--- src/rtl/mc_controller.sv ---
// ---------------------------------------------------------------------------
// mc_controller
//   Multicycle RV32I(+M) control unit. Each instruction is walked through
//   FETCH -> DECODE -> EXEC -> (MEM) -> (WB). Memory accesses stall on
//   mem_ready and can time out. RV32M ops hand off to an iterative mul/div
//   unit. Illegal instructions and memory timeouts park the FSM in TRAP
//   until reset.
//
// Parameters
//   MULDIV_EN   : 1 = sequence RV32M through the mul/div unit, 0 = illegal
//   MEM_TIMEOUT : stall cycles tolerated in FETCH/MEM before trapping (0 = none)
//   CNT_W       : wait counter width, 2**CNT_W > MEM_TIMEOUT
//
// Ports
//   clk, reset        : clock, synchronous active-high reset
//   instr/funct3/funct7 : opcode and function fields from the IR
//   mem_ready         : memory finishes the current access this cycle
//   muldiv_done       : mul/div result valid (pulse)
//   AluControl, AluSrc, Branch, regSel, memtoReg : datapath selects
//   regWrite, memRead, memWrite, irWrite, pcWrite : datapath strobes
//   muldiv_start      : one-cycle start pulse to the mul/div unit
//   trap, trapCause   : sticky halt flag and its cause
//   state             : current FSM state (0 FETCH .. 6 TRAP)
// ---------------------------------------------------------------------------
module mc_controller #(
  parameter int MULDIV_EN   = 1,
  parameter int MEM_TIMEOUT = 16,
  parameter int CNT_W       = 5
) (
  input  logic       clk,
  input  logic       reset,
  input  logic [6:0] instr,
  input  logic [2:0] funct3,
  input  logic [6:0] funct7,
  input  logic       mem_ready,
  input  logic       muldiv_done,
  output logic [3:0] AluControl,
  output logic [1:0] regSel,
  output logic       AluSrc,
  output logic       memtoReg,
  output logic [2:0] Branch,
  output logic       regWrite,
  output logic       memRead,
  output logic       memWrite,
  output logic       irWrite,
  output logic       pcWrite,
  output logic       muldiv_start,
  output logic       trap,
  output logic [1:0] trapCause,
  output logic [2:0] state
);

  // Opcodes
  localparam logic [6:0] OP_LOAD   = 7'b0000011;
  localparam logic [6:0] OP_IMM    = 7'b0010011;
  localparam logic [6:0] OP_AUIPC  = 7'b0010111;
  localparam logic [6:0] OP_STORE  = 7'b0100011;
  localparam logic [6:0] OP_OP     = 7'b0110011;
  localparam logic [6:0] OP_LUI    = 7'b0110111;
  localparam logic [6:0] OP_BRANCH = 7'b1100011;
  localparam logic [6:0] OP_JALR   = 7'b1100111;
  localparam logic [6:0] OP_JAL    = 7'b1101111;

  localparam logic [6:0] F7_BASE   = 7'b0000000;
  localparam logic [6:0] F7_ALT    = 7'b0100000;
  localparam logic [6:0] F7_MULDIV = 7'b0000001;

  // ALU operations
  localparam logic [3:0] ALU_AND   = 4'b0000;
  localparam logic [3:0] ALU_OR    = 4'b0001;
  localparam logic [3:0] ALU_ADD   = 4'b0010;
  localparam logic [3:0] ALU_XOR   = 4'b0011;
  localparam logic [3:0] ALU_SLL   = 4'b0100;
  localparam logic [3:0] ALU_SRL   = 4'b0101;
  localparam logic [3:0] ALU_SUB   = 4'b0110;
  localparam logic [3:0] ALU_SRA   = 4'b0111;
  localparam logic [3:0] ALU_SLT   = 4'b1000;
  localparam logic [3:0] ALU_SLTU  = 4'b1001;
  localparam logic [3:0] ALU_PASSB = 4'b1111;

  localparam logic [1:0] RSEL_PC4  = 2'b01;
  localparam logic [1:0] RSEL_IMM  = 2'b10;
  localparam logic [1:0] RSEL_MD   = 2'b11;

  localparam logic [2:0] BR_JUMP   = 3'b111;

  localparam logic [1:0] CAUSE_NONE    = 2'b00;
  localparam logic [1:0] CAUSE_ILLEGAL = 2'b01;
  localparam logic [1:0] CAUSE_TIMEOUT = 2'b10;

  localparam logic [CNT_W-1:0] TIMEOUT_C = CNT_W'(MEM_TIMEOUT);

  typedef enum logic [2:0] {
    S_FETCH  = 3'd0,
    S_DECODE = 3'd1,
    S_EXEC   = 3'd2,
    S_MEM    = 3'd3,
    S_WB     = 3'd4,
    S_MULDIV = 3'd5,
    S_TRAP   = 3'd6
  } state_e;

  state_e           state_q, state_d;
  logic [CNT_W-1:0] cnt_q, cnt_d;
  logic [1:0]       cause_q, cause_d;
  logic             md_first_q, md_first_d;

  // ALU operation for the current IR. alt is funct7[5] (SUB/SRA select).
  function automatic logic [3:0] alu_sel(input logic [6:0] op,
                                         input logic [2:0] f3,
                                         input logic       alt);
    logic [3:0] r;
    r = ALU_ADD;
    if (op == OP_OP || op == OP_IMM) begin
      case (f3)
        3'b000:  r = (op == OP_OP && alt) ? ALU_SUB : ALU_ADD;
        3'b001:  r = ALU_SLL;
        3'b010:  r = ALU_SLT;
        3'b011:  r = ALU_SLTU;
        3'b100:  r = ALU_XOR;
        3'b101:  r = alt ? ALU_SRA : ALU_SRL;
        3'b110:  r = ALU_OR;
        default: r = ALU_AND;
      endcase
    end else if (op == OP_BRANCH) begin
      // The datapath derives the branch decision from the ALU flags.
      case (f3)
        3'b000, 3'b001: r = ALU_SUB;
        3'b100, 3'b101: r = ALU_SLT;
        default:        r = ALU_SLTU;
      endcase
    end else if (op == OP_LUI) begin
      r = ALU_PASSB;
    end
    return r;
  endfunction

  // Branch condition code from funct3 (only called for legal branches).
  function automatic logic [2:0] br_code(input logic [2:0] f3);
    logic [2:0] r;
    case (f3)
      3'b000:  r = 3'b001;
      3'b001:  r = 3'b010;
      3'b100:  r = 3'b011;
      3'b101:  r = 3'b100;
      3'b110:  r = 3'b101;
      default: r = 3'b110;
    endcase
    return r;
  endfunction

  // Instruction class decode
  logic is_op, is_imm, is_load, is_store, is_branch;
  logic is_jal, is_jalr, is_lui, is_auipc, is_md, legal;

  always_comb begin
    is_op     = (instr == OP_OP);
    is_imm    = (instr == OP_IMM);
    is_load   = (instr == OP_LOAD);
    is_store  = (instr == OP_STORE);
    is_branch = (instr == OP_BRANCH);
    is_jal    = (instr == OP_JAL);
    is_jalr   = (instr == OP_JALR);
    is_lui    = (instr == OP_LUI);
    is_auipc  = (instr == OP_AUIPC);
    is_md     = is_op && (funct7 == F7_MULDIV) && (MULDIV_EN != 0);

    legal = 1'b0;
    if (is_op) begin
      legal = (funct7 == F7_BASE) || is_md ||
              ((funct7 == F7_ALT) && (funct3 == 3'b000 || funct3 == 3'b101));
    end else if (is_imm) begin
      if (funct3 == 3'b001)      legal = (funct7 == F7_BASE);
      else if (funct3 == 3'b101) legal = (funct7 == F7_BASE) || (funct7 == F7_ALT);
      else                       legal = 1'b1;
    end else if (is_load) begin
      legal = (funct3 != 3'b011) && (funct3 != 3'b110) && (funct3 != 3'b111);
    end else if (is_store) begin
      legal = (funct3 == 3'b000) || (funct3 == 3'b001) || (funct3 == 3'b010);
    end else if (is_branch) begin
      legal = (funct3 != 3'b010) && (funct3 != 3'b011);
    end else if (is_jalr) begin
      legal = (funct3 == 3'b000);
    end else if (is_jal || is_lui || is_auipc) begin
      legal = 1'b1;
    end
  end

  // Stall/timeout: mem_ready on the expiry cycle still completes normally,
  // so expiry is only checked on the not-ready path below.
  logic waiting, timeout_hit;

  always_comb begin
    waiting     = (state_q == S_FETCH || state_q == S_MEM) && !mem_ready;
    timeout_hit = (MEM_TIMEOUT != 0) && (cnt_q == TIMEOUT_C);
  end

  // Next-state logic
  always_comb begin
    state_d    = state_q;
    cnt_d      = cnt_q;
    cause_d    = cause_q;
    md_first_d = 1'b0;

    case (state_q)
      S_FETCH: begin
        if (mem_ready) begin
          state_d = S_DECODE;
        end else if (timeout_hit) begin
          state_d = S_TRAP;
          cause_d = CAUSE_TIMEOUT;
        end
      end
      S_DECODE: begin
        if (!legal) begin
          state_d = S_TRAP;
          cause_d = CAUSE_ILLEGAL;
        end else if (is_md) begin
          state_d    = S_MULDIV;
          md_first_d = 1'b1;
        end else begin
          state_d = S_EXEC;
        end
      end
      S_EXEC: begin
        if (is_branch)               state_d = S_FETCH;
        else if (is_load || is_store) state_d = S_MEM;
        else                          state_d = S_WB;
      end
      S_MEM: begin
        if (mem_ready) begin
          state_d = is_load ? S_WB : S_FETCH;
        end else if (timeout_hit) begin
          state_d = S_TRAP;
          cause_d = CAUSE_TIMEOUT;
        end
      end
      S_WB:     state_d = S_FETCH;
      S_MULDIV: if (muldiv_done) state_d = S_WB;
      S_TRAP:   state_d = S_TRAP;
      default:  state_d = S_FETCH;
    endcase

    if (state_d != state_q) begin
      cnt_d = '0;
    end else if (waiting && (MEM_TIMEOUT != 0)) begin
      cnt_d = cnt_q + 1'b1;
    end
  end

  always_ff @(posedge clk) begin
    if (reset) begin
      state_q    <= S_FETCH;
      cnt_q      <= '0;
      cause_q    <= CAUSE_NONE;
      md_first_q <= 1'b0;
    end else begin
      state_q    <= state_d;
      cnt_q      <= cnt_d;
      cause_q    <= cause_d;
      md_first_q <= md_first_d;
    end
  end

  // Outputs: decoded from state and IR; reset forces everything low at once
  // so an aborted access drops its strobe in the reset cycle.
  always_comb begin
    AluControl   = 4'b0000;
    regSel       = 2'b00;
    AluSrc       = 1'b0;
    memtoReg     = 1'b0;
    Branch       = 3'b000;
    regWrite     = 1'b0;
    memRead      = 1'b0;
    memWrite     = 1'b0;
    irWrite      = 1'b0;
    pcWrite      = 1'b0;
    muldiv_start = 1'b0;
    trap         = 1'b0;
    trapCause    = CAUSE_NONE;
    state        = 3'd0;

    if (!reset) begin
      state     = state_q;
      trapCause = cause_q;
      case (state_q)
        S_FETCH: begin
          memRead = 1'b1;
          irWrite = mem_ready;
          pcWrite = mem_ready;
        end
        S_EXEC: begin
          AluControl = alu_sel(instr, funct3, funct7[5]);
          AluSrc     = !(is_op || is_branch);
          if (is_branch) begin
            Branch  = br_code(funct3);
            pcWrite = 1'b1;
          end
        end
        S_MEM: begin
          // Hold the address computation stable for the whole access.
          AluControl = ALU_ADD;
          AluSrc     = 1'b1;
          memRead    = is_load;
          memWrite   = is_store;
        end
        S_WB: begin
          regWrite = 1'b1;
          if (is_md) begin
            regSel = RSEL_MD;
          end else begin
            AluControl = alu_sel(instr, funct3, funct7[5]);
            AluSrc     = !is_op;
            memtoReg   = is_load;
            if (is_jal || is_jalr) begin
              regSel  = RSEL_PC4;
              Branch  = BR_JUMP;
              pcWrite = 1'b1;
            end else if (is_lui) begin
              regSel = RSEL_IMM;
            end
          end
        end
        S_MULDIV: muldiv_start = md_first_q;
        S_TRAP:   trap = 1'b1;
        default: ;
      endcase
    end
  end

endmodule

--- config.mk ---
export PLATFORM = sky130hd
export DESIGN_NAME = mc_controller
export DESIGN_NICKNAME = d
export VERILOG_FILES = /design/src/rtl/mc_controller.sv
export SDC_FILE = /design/constraint.sdc
export NUM_CORES = 1
export LEC_CHECK = 0
export BUFFER_PORTS_ARGS = -buffer_cell sky130_fd_sc_hd__buf_2
export CELL_PAD_IN_SITES_DETAIL_PLACEMENT = 1
export CELL_PAD_IN_SITES_GLOBAL_PLACEMENT = 1
export CORE_MARGIN = 2
export CORE_UTILIZATION = 37
export DETAILED_ROUTE_END_ITERATION = 6
export PLACE_DENSITY = 0.87
export SLEW_MARGIN = 20
export SYNTH_ARGS = -nofsm -noshare
export SYNTH_HDL_FRONTEND = slang
export SYNTH_SLANG_ARGS = --single-unit
export TNS_END_PERCENT = 100
--- constraint.sdc ---
create_clock -name clk -period 4.33 [get_ports clk]
set_input_delay 0.2165 -clock clk [delete_from_list [all_inputs] [get_ports clk]]
set_output_delay 0.2165 -clock clk [all_outputs]
set_load 0.02 [all_outputs]
==> metrics.csv, run 1 <==
stage,metric,value,unit
run_status,status,"finished, final reports clean",
route,drtIter0Drc,63,
die,core_area,0.003284,sq mm
setup_path,reg2reg_from,state_q[0],
final_layout,stdcell_count,261,
setup_path,cp-start-kind,flip-flop,
route,drtAntennaViolNets,0,
logic_synthesis,synthesis.nets,202,
job,maxCapViolCount,0,
logic_synthesis,synth-seq-cells,11,
place,dp.cells,257,
sta,slew_headroom,0.6375,
min_path,holdPathEnd,md_first_q,
cts,cts_buffer_depth,2,
route,vias_per_cell,5.778,
logic_synthesis,synth-edff-count,0,
cts,cts_max_level,1,
cts,cts_buffers,3,
min_path,min_path_type,input pin to flip-flop,
setup_path,cp_slowest_cell,dfxtp_1,
grt,overflow,0,
final_layout,nFillCells,469,
cts,cts_hold_buf,0,
sta,rsz0062_at_grt,no,
setup_path,crit_family,simple AND/OR/NAND/NOR gates,
logic_synthesis,syn_area_per_cell,6.920,sq um
route,wirelength,4.039,mm
sta,fin_setup_tns,0,ns
final_layout,design_area,0.001481,sq mm
final_layout,final_net_count,239,
setup_path,end_kind,output port,
route,wl_per_cell,15.48,microns
logic_synthesis,ys_seq_area_frac,0.1778,
setup_path,path_max_fanout,13,
pwr,irDropWorstVdd,0.2268,mV
cts,cts-root-buf,clkbuf_4,
sta,tightest_slew,0.5430,ns
sta,hold_violations,0,
final_layout,drive_gt1_frac,0.2326,
logic_synthesis,synth_area_leaders,"dfxtp_1, nor2_1, a21oi_1",
logic_synthesis,synth_top_cell_area_share,0.1778,
logic_synthesis,synth_top_area_cell,dfxtp_1,
die,dieWidth,61.86,microns
logic_synthesis,synthDistinctLibCells,58,
pwr,p_sw_frac,0.3939,
pwr,pwr-share-comb,0.379,
sta,fin_crit,2.412,ns
die,chipHeight,61.86,microns
sta,setup_ws,1.918,ns
pwr,finalPower,0.3019,mW
grt,antenna_found_initial,0,
setup_path,path_buf_inv,2,
pwr,power_frac_clock,0.227,
final_layout,num_antenna_cells,0,
setup_path,reg2reg_depth,5,
cts,path_clk_slew,0.07,ns
route,dr.pass1.iters,4,
sta,slew_violations,0,
pwr,power.switching,0.1189,mW
die,die_area,0.003827,sq mm
setup_path,rrSetupSlack,2.36,ns
logic_synthesis,synth-warning-count,0,
place,place_ws,2.159,ns
cts,cts_tree,done,
setup_path,crit_chain,clkinv_1 -> nand2_1 -> or3_4 -> or3_1 -> a21oi_1 -> buf_2,
grt,grt_pass1_vias,1397,
pwr,leakage,0.6381,nW
die,core.rowCount,21,
logic_synthesis,synth_cells,179,
logic_synthesis,ys_dominant_reg_cell,dfxtp_1,
cts,post_cts_resized,0,
route,num_vias,1508,
grt,grt_pass1_wl,6.244,mm
logic_synthesis,yosysMostFrequentCell,nor2_1,
place,port_buffers,43,
route,drc,0,
place,placed_cell_area,0.001455,sq mm
logic_synthesis,synth-async-reset-ratio,0,
sta,skew,0.001073,ns
die,initial_core_util,0.3771,
setup_path,cp_data_arrival_time,2.20,ns
place,place.gp.congestion,0.8427,
sta,finalCritPeriodShare,0.5570,
pwr,power_density,203.8,mW/mm^2
final_layout,synthToLayoutAreaGrowth,19.60,%
setup_path,required,4.11,ns
grt,grt_max_degree,16,
setup_path,path_depth,6,
pwr,p_int,0.1830,mW
cts,cts.sinks,11,
sta,fmax,414.6,MHz
die,io_pins,44,
min_path,holdPathStages,2,
setup_path,path_class,flip-flop to output port,
sta,setup_viol,0,
logic_synthesis,synth_area,0.001239,sq mm
logic_synthesis,yosys-top-cells-count,"nor2_1, a21oi_1, nand2_1",
grt,grt_usage,0.2139,
setup_path,max_stage_delay,0.45,ns
min_path,min_from,reset,
place,post-dp-hpwl,3.195,mm
setup_path,r2r_end,cnt_q[3],
cts,cts_post_setup_buffers_inserted,0,
pwr,seq_power_share,0.394,
cts,clk_latency,0.26,ns
[per-layer routing]
layer	global-route usage	vias up	routed length, microns
met1	0.2650	708	1795
met5	0	-	0
met3	0.04141	6	220
li1	-	741	-
met4	0.04863	0	51
met2	0.3820	53	1971
[kinds of logic after synthesis]
logic type,after synthesis,synth area share
flip-flops,11,0.1778
AO/OA/AOI/OAI,55,0.2990
multiplexers,1,0.008081
XOR/XNOR,7,0.04950
buffers and inverters,21,0.07575
adder cells (fa/ha/maj),2,0.02020
AND/OR/NAND/NOR,82,0.3697
[registers in the layout, summed over array words and instances (netlist names)]
signal      count
cause_q         2
md_first_q      1
state_q         3
cnt_q           5
[layout make-up]
cell class                 instances  area [sq um]  share of cell area
inverter                          10         37.54             0.02534
clock buffer                       4         26.28             0.01774
timing repair buffer              43         215.2              0.1453
tap                               46         57.56             0.03885
multi-input combinational        147         924.6              0.6242
sequential                        11         220.2              0.1486
[how the worst max path moves through the flow]
stage | startpoint | endpoint | slack [ns]
2_1_floorplan | instr[3] | Branch[0] | 2.41
6_report | state_q[2] | Branch[0] | 1.92
4_1_cts | state_q[2] | Branch[0] | 1.94
3_5_place_dp | instr[3] | Branch[0] | 2.16
3_3_place_gp | instr[3] | Branch[0] | 2.22
5_1_grt | state_q[2] | Branch[0] | 1.79
[through the flow]
stage,util,hold slack [ns]
floorplan,-,0.4085
global placement,0.4430,0.5119
detailed placement,0.4430,0.5189
CTS,0.4510,0.3078
global route,0.4510,0.3546
finish,0.4510,0.3062
[cells in the final DEF (no fill, tap or decap), types with 2 or more instances in the layout]
master,count
a2111oi_0,2
a211o_1,2
a21oi_1,16
a31oi_1,4
and3_1,5
and4_1,3
buf_2,43
clkbuf_4,3
dfxtp_1,11
ha_1,2
inv_1,9
nand2_1,14
nand2b_1,3
nand3_1,3
nand4_1,5
nor2_1,23
nor2b_1,4
nor3_1,4
nor4_1,2
o2111ai_1,2
o21a_1,2
o21ai_0,8
o31ai_1,3
or3_1,2
xnor2_1,2
xor2_1,5
[power groups by stage]
stage | combinational (mW) | clock (mW) | sequential, mW
6_report | 0.114 | 0.0684 | 0.119
5_1_grt | 0.127 | 0.0761 | 0.120
4_1_cts | 0.114 | 0.0721 | 0.119
3_5_place_dp | 0.113 | 0 | 0.121
3_3_place_gp | 0.112 | 0 | 0.121
2_1_floorplan | 0.0846 | 0 | 0.113
Power figures use the tool's default switching activity.
==> run 2, diff against run 1 <==
--- a/config.mk
+++ b/config.mk
@@ -9,9 +9,9 @@
 export CELL_PAD_IN_SITES_DETAIL_PLACEMENT = 1
 export CELL_PAD_IN_SITES_GLOBAL_PLACEMENT = 1
 export CORE_MARGIN = 2
-export CORE_UTILIZATION = 37
+export CORE_UTILIZATION = 34
 export DETAILED_ROUTE_END_ITERATION = 6
-export PLACE_DENSITY = 0.87
+export PLACE_DENSITY = 0.81
 export SLEW_MARGIN = 20
 export SYNTH_ARGS = -nofsm -noshare
 export SYNTH_HDL_FRONTEND = slang
==> constraint.sdc (replaced) <==
create_clock -name clk -period 2.4 [get_ports clk]
set_input_delay 0.12 -clock clk [delete_from_list [all_inputs] [get_ports clk]]
set_output_delay 0.12 -clock clk [all_outputs]
set_load 0.02 [all_outputs]
==> run 2 against run 1 <==
Clock skew increased by 0.00082 ns; register-to-register slack got worse by 2.0 ns; critical path depth decreased by 1; setup slack got worse by 1.7 ns; clock-buffer cell count unchanged; via count decreased by 0.20%; routed wire length increased by 6.6%; first-iteration DRC count increased by 65%; cell count increased by 0.38%; sequential cell count unchanged; global-route usage increased by 0.64 points; critical path type unchanged; highest routed layer unchanged.
==> metrics.csv, run 2 (same netlist as run 1, synthesis figures left out) <==
stage,metric,value,unit
grt,antenna_found_initial,0,
setup_path,required,2.28,ns
final_layout,num_antenna_cells,0,
sta,skew,0.001890,ns
die,dieWidth,64.36,microns
die,initial_core_util,0.3626,
sta,fin_crit,2.152,ns
grt,grt_max_degree,16,
route,dr.pass1.iters,4,
route,drtIter0Drc,104,
sta,setup_viol,0,
grt,grt_usage,0.2203,
place,port_buffers,43,
setup_path,end_kind,output port,
sta,hold_violations,0,
route,vias_per_cell,5.744,
route,wl_per_cell,16.44,microns
setup_path,path_class,flip-flop to output port,
setup_path,cp-start-kind,flip-flop,
cts,cts_post_setup_buffers_inserted,0,
sta,slew_violations,0,
final_layout,layout_common_cells,"buf_2, nor2_1, a21oi_1",
grt,grt_pass1_wl,7.307,mm
sta,fmax,464.7,MHz
place,post-dp-hpwl,3.284,mm
cts,cts_buffer_depth,2,
cts,cts_buffers,3,
cts,clk_latency,0.27,ns
place,place.gp.congestion,0.9010,
grt,overflow,0,
final_layout,synthToLayoutAreaGrowth,20.30,%
pwr,power_density,374.1,mW/mm^2
route,drtAntennaViolNets,0,
final_layout,layout_commonest_cell,buf_2,
sta,finalCritPeriodShare,0.8967,
grt,grt_pass1_vias,1492,
die,core_area,0.003416,sq mm
sta,rsz0062_at_grt,no,
final_layout,largestRegisters,"cnt_q (5), state_q (3), cause_q (2)",
sta,slew_headroom,0.6057,
setup_path,cp_data_arrival_time,2.03,ns
route,num_vias,1505,
cts,cts-root-buf,clkbuf_4,
final_layout,nFillCells,470,
run_status,status,"finished, final reports clean",
sta,tightest_slew,0.5832,ns
pwr,leakage,0.6439,nW
final_layout,regMostFlops,cnt_q,
route,drc,0,
final_layout,final_net_count,240,
sta,fin_setup_tns,0,ns
min_path,min_path_type,input pin to flip-flop,
final_layout,largest_register_ffs,5,
cts,path_clk_slew,0.07,ns
job,maxCapViolCount,0,
setup_path,path_max_fanout,14,
cts,cts_tree,done,
die,die_area,0.004142,sq mm
die,core.rowCount,21,
die,io_pins,44,
cts,cts.sinks,11,
final_layout,drive_gt1_frac,0.2407,
pwr,finalPower,0.5575,mW
cts,cts_max_level,1,
route,wirelength,4.306,mm
pwr,irDropWorstVdd,0.1913,mV
die,chipHeight,64.36,microns
## run 2: metrics by stage
| stage | instance area [sq um] | setup slack (ns) | std cells | hold WS, ns | utilization |
|---|---|---|---|---|---|
| 6_report | 1490 | 0.2480 | 262 | 0.2093 | 0.4363 |
| 5_1_grt | 1490 | 0.1023 | 262 | 0.2141 | 0.4363 |
| 4_1_cts | 1489 | 0.09589 | 262 | 0.2003 | 0.4359 |
| 3_5_place_dp | 1463 | 0.3731 | 258 | 0.4852 | 0.4282 |
| 3_3_place_gp | 1463 | 0.3878 | 258 | 0.4794 | 0.4282 |
| 2_1_floorplan | 1239 | 0.6411 | 179 | 0.3120 | - |
## run 2: repair_timing
item | in CTS | in global routing
gates resized for setup | 0 | 1
setup endpoints to repair | 0 | 2
hold buffers | 0 | 0
## run 2: power by group
| part | switching, mW | internal [mW] |
|---|---|---|
| Sequential | 0.0176 | 0.192 |
| Clock | 0.0652 | 0.0644 |
| Combinational | 0.142 | 0.0763 |
| Total | 0.225 | 0.333 |
## run 2: final cells by class
type | instances | area, sq um | area share
multi-input cells | 147 | 924.6 | 0.6205
inverters | 10 | 37.54 | 0.02519
clock buffers | 4 | 26.28 | 0.01763
flip-flops and latches | 11 | 221.5 | 0.1486
repair buffers | 44 | 222.7 | 0.1495
well taps | 46 | 57.56 | 0.03862
## run 2: critical path, stage by stage (launching register included)
cell	delay [ns]
dfxtp_1	0.47
nor2_1	0.48
nand4_1	0.29
o21ai_0	0.16
and3_1	0.18
buf_2	0.16
## run 2: worst paths after layout
kind,from,to,slack (ns),cells after the start
setup reg to reg,state_q[0],cnt_q[3],0.35,5
hold / removal,muldiv_done,state_q[0],0.21,3
setup / recovery,state_q[0],pcWrite,0.25,5
hold reg to reg,cnt_q[4],cnt_q[4],0.53,2
## run 2: routing by layer
metal / wire length [microns] / vias to the layer above / global-route usage
li1: - / 740 / -
met1: 1984 / 721 / 0.2909
met2: 2063 / 42 / 0.3828
met3: 239 / 2 / 0.03697
met4: 19 / 0 / 0.03191
met5: 0 / - / 0
